$ cat src/rtl/cpu_pkg.sv
// Shared CPU definitions: opcode/func constants, instruction field layout and
// the destination-register write rule used by the decode stage.
package cpu_pkg;

  localparam int DATA_W_DEF = 32;
  localparam int REG_AW_DEF = 5;

  localparam logic [5:0] OP_RTYPE = 6'h00;
  localparam logic [5:0] OP_BEQ   = 6'h04;
  localparam logic [5:0] OP_BNE   = 6'h05;
  localparam logic [5:0] OP_SW    = 6'h2B;
  localparam logic [5:0] FUNC_SUB = 6'b100010;

  localparam int OPC_LSB   = 26;
  localparam int RS_LSB    = 21;
  localparam int RT_LSB    = 16;
  localparam int RD_LSB    = 11;
  localparam int SHAMT_LSB = 6;
  localparam int FUNC_LSB  = 0;
  localparam int IMM_LSB   = 0;

  typedef struct packed {
    logic [5:0]  opcode;
    logic [4:0]  rs;
    logic [4:0]  rt;
    logic [4:0]  rd;
    logic [4:0]  shamt;
    logic [5:0]  func;
    logic [15:0] imm;
  } instr_fields_t;

  function automatic instr_fields_t split_instr(input logic [31:0] instr);
    instr_fields_t f;
    f.opcode = instr[OPC_LSB +: 6];
    f.rs     = instr[RS_LSB +: 5];
    f.rt     = instr[RT_LSB +: 5];
    f.rd     = instr[RD_LSB +: 5];
    f.shamt  = instr[SHAMT_LSB +: 5];
    f.func   = instr[FUNC_LSB +: 6];
    f.imm    = instr[IMM_LSB +: 16];
    return f;
  endfunction

  // Branches and stores name a register in rt but never write it back.
  function automatic logic writes_rd(input logic [5:0] opcode, input logic [4:0] rd);
    return (rd != 5'd0) && (opcode != OP_BEQ) && (opcode != OP_BNE) && (opcode != OP_SW);
  endfunction

endpackage

$ cat src/rtl/reg_file.sv
// 2-read/1-write register file; register 0 is hardwired to zero and a write in
// the same cycle as a read of that register is forwarded to the read port.
module reg_file
  import cpu_pkg::*;
#(
  parameter int DATA_W = DATA_W_DEF,
  parameter int REG_AW = REG_AW_DEF
) (
  input  logic              clk,
  input  logic              rst_n,
  input  logic [REG_AW-1:0] raddr_a,
  input  logic [REG_AW-1:0] raddr_b,
  output logic [DATA_W-1:0] rdata_a,
  output logic [DATA_W-1:0] rdata_b,
  input  logic              we,
  input  logic [REG_AW-1:0] waddr,
  input  logic [DATA_W-1:0] wdata
);

  localparam int NREG = 1 << REG_AW;

  logic [DATA_W-1:0] regs_q [NREG];
  logic [DATA_W-1:0] regs_d [NREG];

  always_comb begin
    regs_d = regs_q;
    if (we && (waddr != '0)) regs_d[waddr] = wdata;
  end

  always_ff @(posedge clk or negedge rst_n) begin
    if (!rst_n) begin
      for (int i = 0; i < NREG; i++) regs_q[i] <= '0;
    end else begin
      regs_q <= regs_d;
    end
  end

  always_comb begin
    rdata_a = regs_q[raddr_a];
    if (raddr_a == '0)                          rdata_a = '0;
    else if (we && (waddr == raddr_a))          rdata_a = wdata;
    rdata_b = regs_q[raddr_b];
    if (raddr_b == '0)                          rdata_b = '0;
    else if (we && (waddr == raddr_b))          rdata_b = wdata;
  end

endmodule

$ cat src/rtl/id_stage.sv
// Instruction decode: splits the instruction, reads rs/rt and holds the result
// in a one-entry ID/EX register with a valid/ready handshake toward the ALU.
module id_stage
  import cpu_pkg::*;
#(
  parameter int DATA_W = DATA_W_DEF,
  parameter int REG_AW = REG_AW_DEF,
  parameter int CNT_W  = 32
) (
  input  logic              CLK,
  input  logic              RST_N,
  input  logic              IN_VALID,
  output logic              IN_READY,
  input  logic [31:0]       INSTR,
  input  logic              FLUSH,
  input  logic              WB_EN,
  input  logic [REG_AW-1:0] WB_ADDR,
  input  logic [DATA_W-1:0] WB_DATA,
  output logic              OUT_VALID,
  input  logic              OUT_READY,
  output logic [5:0]        OPCODE,
  output logic [DATA_W-1:0] RS_VAL,
  output logic [DATA_W-1:0] RT_VAL,
  output logic [4:0]        SHAMT,
  output logic [5:0]        FUNC,
  output logic [15:0]       RAW_VAL,
  output logic [REG_AW-1:0] RD_ADDR,
  output logic              WR_EN,
  output logic [CNT_W-1:0]  INSTR_CNT
);

  instr_fields_t     f;
  logic [REG_AW-1:0] rs_addr, rt_addr;
  logic [DATA_W-1:0] rs_rd, rt_rd;
  logic [4:0]        rd_sel;
  logic              accept, stall;

  logic              out_valid_q, out_valid_d;
  logic [5:0]        opcode_q, opcode_d;
  logic [REG_AW-1:0] rs_addr_q, rs_addr_d;
  logic [REG_AW-1:0] rt_addr_q, rt_addr_d;
  logic [DATA_W-1:0] rs_val_q, rs_val_d;
  logic [DATA_W-1:0] rt_val_q, rt_val_d;
  logic [4:0]        shamt_q, shamt_d;
  logic [5:0]        func_q, func_d;
  logic [15:0]       raw_q, raw_d;
  logic [REG_AW-1:0] rd_addr_q, rd_addr_d;
  logic              wr_en_q, wr_en_d;
  logic [CNT_W-1:0]  cnt_q, cnt_d;

  assign f       = split_instr(INSTR);
  assign rs_addr = REG_AW'(f.rs);
  assign rt_addr = REG_AW'(f.rt);
  assign rd_sel  = (f.opcode == OP_RTYPE) ? f.rd : f.rt;

  assign IN_READY = !out_valid_q || OUT_READY;
  assign accept   = IN_VALID && IN_READY && !FLUSH;
  assign stall    = out_valid_q && !OUT_READY && !FLUSH;

  reg_file #(.DATA_W(DATA_W), .REG_AW(REG_AW)) u_rf (
    .clk     (CLK),
    .rst_n   (RST_N),
    .raddr_a (rs_addr),
    .raddr_b (rt_addr),
    .rdata_a (rs_rd),
    .rdata_b (rt_rd),
    .we      (WB_EN),
    .waddr   (WB_ADDR),
    .wdata   (WB_DATA)
  );

  always_comb begin
    out_valid_d = out_valid_q;
    opcode_d    = opcode_q;
    rs_addr_d   = rs_addr_q;
    rt_addr_d   = rt_addr_q;
    rs_val_d    = rs_val_q;
    rt_val_d    = rt_val_q;
    shamt_d     = shamt_q;
    func_d      = func_q;
    raw_d       = raw_q;
    rd_addr_d   = rd_addr_q;
    wr_en_d     = wr_en_q;
    cnt_d       = cnt_q;

    if (FLUSH)          out_valid_d = 1'b0;
    else if (accept)    out_valid_d = 1'b1;
    else if (OUT_READY) out_valid_d = 1'b0;

    if (accept) begin
      opcode_d  = f.opcode;
      rs_addr_d = rs_addr;
      rt_addr_d = rt_addr;
      rs_val_d  = rs_rd;
      rt_val_d  = rt_rd;
      shamt_d   = f.shamt;
      func_d    = f.func;
      raw_d     = f.imm;
      rd_addr_d = REG_AW'(rd_sel);
      wr_en_d   = writes_rd(f.opcode, rd_sel);
      cnt_d     = cnt_q + CNT_W'(1);
    end else if (stall && WB_EN) begin
      // A held entry must not carry operands made stale by a later writeback.
      if ((WB_ADDR == rs_addr_q) && (rs_addr_q != '0)) rs_val_d = WB_DATA;
      if ((WB_ADDR == rt_addr_q) && (rt_addr_q != '0)) rt_val_d = WB_DATA;
    end
  end

  // ID/EX register
  always_ff @(posedge CLK or negedge RST_N) begin
    if (!RST_N) begin
      out_valid_q <= 1'b0;
      opcode_q    <= '0;
      rs_addr_q   <= '0;
      rt_addr_q   <= '0;
      rs_val_q    <= '0;
      rt_val_q    <= '0;
      shamt_q     <= '0;
      func_q      <= '0;
      raw_q       <= '0;
      rd_addr_q   <= '0;
      wr_en_q     <= 1'b0;
      cnt_q       <= '0;
    end else begin
      out_valid_q <= out_valid_d;
      opcode_q    <= opcode_d;
      rs_addr_q   <= rs_addr_d;
      rt_addr_q   <= rt_addr_d;
      rs_val_q    <= rs_val_d;
      rt_val_q    <= rt_val_d;
      shamt_q     <= shamt_d;
      func_q      <= func_d;
      raw_q       <= raw_d;
      rd_addr_q   <= rd_addr_d;
      wr_en_q     <= wr_en_d;
      cnt_q       <= cnt_d;
    end
  end

  assign OUT_VALID = out_valid_q;
  assign OPCODE    = opcode_q;
  assign RS_VAL    = rs_val_q;
  assign RT_VAL    = rt_val_q;
  assign SHAMT     = shamt_q;
  assign FUNC      = func_q;
  assign RAW_VAL   = raw_q;
  assign RD_ADDR   = rd_addr_q;
  assign WR_EN     = wr_en_q;
  assign INSTR_CNT = cnt_q;

endmodule

$ cat config.mk
export PLATFORM = sky130hd
export DESIGN_NAME = id_stage
export DESIGN_NICKNAME = d
export VERILOG_FILES = /design/src/rtl/cpu_pkg.sv /design/src/rtl/reg_file.sv /design/src/rtl/id_stage.sv
export SDC_FILE = /design/constraint.sdc
export NUM_CORES = 2
export LEC_CHECK = 0
export CAP_MARGIN = 10
export CORE_UTILIZATION = 28
export DETAILED_ROUTE_END_ITERATION = 8
export DONT_BUFFER_PORTS = 1
export HOLD_SLACK_MARGIN = 0.06
export SYNTH_ARGS = -nofsm -noshare
export SYNTH_HDL_FRONTEND = slang
export SYNTH_SLANG_ARGS = --single-unit
export TNS_END_PERCENT = 5
$ cat constraint.sdc
create_clock -name CLK -period 4.3 [get_ports CLK]
set_clock_uncertainty 0.2 [all_clocks]
set_input_delay 0.215 -clock CLK [delete_from_list [all_inputs] [get_ports CLK]]
set_output_delay 0.215 -clock CLK [all_outputs]
set_load 0.1 [all_outputs]
==> impl_results.md <==
- Synth warn: 0
- CTS Buffer Depth: 3
- Post-synth ARST share: 100%
- Final WL: ~210 mm
- Fraction of layout cells with a size suffix above 1: around 40%
- Fill count: approximately 21000
- Sw Ratio: around a third
- Mapped Cells: 4478
- Synth area leaders: dfrtp_1 47%, mux2_2 19%, mux4_2 14%
- Rows: 172
- First-pass GRT wire length: 309 mm
- CTS buffer count: approximately 140
- #FFs+latches synth: ~1200
- Die ar.: roughly 220000 µm²
- Worst vdd ir: between 0.4 and 0.5 mV
- Die Y: between 400 and 500 µm
- CTS tree: yes
- GRT Util Overall: approximately a fifth
- EDFF count, synth: 0
- Synth top area share: 46.9%
- Sequential area share after synthesis: 46.9%
- Final nets: between 4000 and 5000
- Power share of the sequential group: 47.4%
- Comb pwr share: between 10% and 20%
- RSZ-0062 raised after global routing: false
- Worst-path clk slew: 60 ps
- Initial DRC count: roughly 4300
- Iteration count of the initial detailed-routing pass: 5
- Worst Tran Pin Value: ~1800 ps
- Hold Vio Cnt, Final: 1
- Pwr/cell area: between 400 and 500 nW/µm²
- Status: finished, violations left
- Hold_ws: -8.50 ps
- Distinct cells, synth: 45
- Critical path capture point: RT_VAL[10]
- Cell Area, Synth: about 62000 µm²
- Final HPWL DP: approximately 110 mm
- Pin count of the biggest net entering global routing: 380
- Net Switching: ~0.011 W
- Slew Viols, Final: ~170
- Core Box Area: about 220000 µm²
- Io pins: 212
- Vias after detailed routing: just over 40000
- Fin util: between 30% and 40%
- CP Data Required Time: 4830 ps
- HP Class: primary input to async pin
- Worst setup startpoint: INSTR[16]
- Mean Syn Cell Area: 13.8 µm²
- Synth area leader: dfrtp_1
- Worst R2R Start: OUT_VALID
- Slew HR: -22.9%
- TNS Setup: 0 ps
- Initial antenna violation count: 20
- Nature of the critical path endpoint: flop
- Net Count, Synth: around 4600
- Port bufs: 0
- Worst skew pair latency: slightly below 800 ps
- CP Data Arrival Time: between 4000 and 5000 ps
- Area Growth Syn to Fin: 16.0%
- Failing checks: negative hold slack, max-slew violations
- Setup violators final: 0
- Sink Count: roughly 1200
- Min cycle time layout: between 4000 and 5000 ps
- Worst R2R Path Depth: 10
- Final GP Congestion: just under 0.8
- Period utilization: between 90 and 100%
- Element type at the critical path start: primary input
- Die outline width: about 470 µm
- Ys flop type: dfrtp_1
- WL/cell: between 20 and 30 µm
- Crit-path max FO: about 110
- Pint: between 0.02 and 0.025 W
- Final ANT Viol Nets: 0
- Post-route DRC: 0
- Highest clock rate: 236 MHz
- Grt ovf: 0
- Starting Density: between 20% and 30%
- Critical path type: primary input to flop
- Pleak: roughly 30 nW
- Clk pwr share: between 30% and 40%
- Htree depth: 4
- Via count of the first global-routing pass: approximately 43000
- Max cap viols: 0
- Reg2Reg Setup Slack: 240 ps
- Clock root buffer: clkbuf_16
- R2r endpoint: RT_VAL[10]
- Via/cell ratio: about 5.5
==> placed cells by master, fill, tap and decap left out, types with 11 or more instances in the layout <==
cell type,Yosys,routed
a211oi_1,63,63
a2111oi_0,31,31
clkbuf_8,0,31
o22ai_1,64,64
clkbuf_16,0,138
xor2_1,16,16
clkinv_2,0,12
nor2_1,96,81
buf_12,2,46
mux4_2,386,386
dfrtp_2,0,11
inv_1,73,72
nand2_1,136,125
nor2_4,0,14
dfrtp_1,1159,1148
dlygate4sd3_1,0,176
o21ai_0,71,71
mux2i_1,260,260
clkbuf_1,239,38
mux2_1,117,117
o21ai_1,35,31
nand2_2,1,11
nand4_1,77,77
o32ai_1,94,94
buf_16,0,19
buf_4,44,88
mux2_2,1035,1035
o221ai_1,66,66
xnor2_1,33,33
nor2b_1,100,97
==> what timing repair did <==
action,4_1_cts,5_1_grt
setup buffers,0,2
setup endpoints to repair,0,1
hold endpoints to repair,1355,6
hold buffers,213,1
resized for setup,0,0
==> sequential cells by signal, indices dropped and copies added (netlist names), 6 cells and up <==
register	count
RAW_VAL	7
RT_VAL	32
INSTR_CNT	32
u_rf.regs_q	1024
RS_VAL	32
OPCODE	6
==> synthesized netlist by cell type (7+ instances only) <==
cell type  instances
nand3_1           11
mux2_2          1035
mux2i_1          260
mux2_1           117
o221ai_1          66
nand4_1           77
nand2_1          136
buf_4             44
dfrtp_1         1159
inv_1             73
xnor2_1           33
buf_2            193
buf_1             11
a211oi_1          63
a2111oi_0         31
xor2_1            16
buf_6             11
nor2b_1          100
mux4_2           386
o22ai_1           64
clkbuf_1         239
nor2_1            96
o32ai_1           94
nand2b_1           7
o21ai_1           35
nor3_1            10
o21ai_0           71
==> area by class of cell <==
cell class	count	area (µm²)	share of cell area, %
Inverter	73	277	0.385
Multi-Input combinational cell	2747	30500	42.5
Antenna cell	10	25.0	0.0349
Sequential cell	1159	29000	40.4
Clock buffer	207	4020	5.61
Timing Repair Buffer	329	3870	5.39
Clock inverter	27	340	0.474
Tap cell	2958	3700	5.16
==> per-stage QoR <==
stage,cell area [µm²],std cells,hold WS (ps),power (W),setup slack (ps)
6_report,71800,7510,-8.50,0.0348,67.0
5_1_grt,71800,7507,101,0.0362,102
4_1_cts,71600,7494,60.1,0.0349,130
3_5_place_dp,64700,7047,-279,0.0226,724
3_3_place_gp,64700,7047,-279,0.0224,773
2_1_floorplan,61900,4478,-281,0.0210,1190
==> cell families (layout without fill, tap and decap cells) <==
logic type / Yosys count / count (layout) / synth area share, %
compound gates: 431 / 431 / 5.06
xor+xnor: 49 / 49 / 0.694
fa+ha+maj: 1 / 1 / 0.0202
buf+inv: 573 / 636 / 4.32
flops: 1159 / 1159 / 46.9
mux: 1798 / 1798 / 39.2
other cells: 0 / 10 / 0
simple gates: 467 / 468 / 3.81
==> worst min path at each step <==
stage / start / to / slack, ps / cells after the start
6_report: RST_N / INSTR_CNT[7] / -8 / 2
5_1_grt: WB_ADDR[3] / RS_VAL[28] / 100 / 5
4_1_cts: INSTR[16] / RT_VAL[28] / 60 / 5
3_5_place_dp: RST_N / SHAMT[0] / -280 / 0
3_3_place_gp: RST_N / FUNC[0] / -280 / 0
2_1_floorplan: RST_N / FUNC[0] / -280 / 0
==> metal layers <==
metal | up-vias | track usage (%) | part of all wire, %
met5 | - | 0 | 0.053
met4 | 16 | 7.93 | 4.1
met2 | 1831 | 29.5 | 46
li1 | 16952 | - | -
met1 | 22257 | 24.3 | 40
met3 | 473 | 5.48 | 9.3
==> critical path: stages <==
cell           delay, ps
dlygate4sd3_1        820
buf_16               670
or4_1                250
nor2_2               100
nor2_4               440
buf_4                460
o21ai_1              130
dlygate4sd3_1        600
o221ai_1             180
dlygate4sd3_1        580
==> power groups by stage <==
stage                     combinational, W  clock [W]  sequential (W)
after floorplan                    0.00494          0          0.0160
after global placement             0.00588          0          0.0165
after detailed placement           0.00600          0          0.0166
after CTS                          0.00679     0.0117          0.0165
after global routing               0.00727     0.0121          0.0168
final                              0.00683     0.0115          0.0165
No activity file was read; power rests on OpenSTA's default activity.
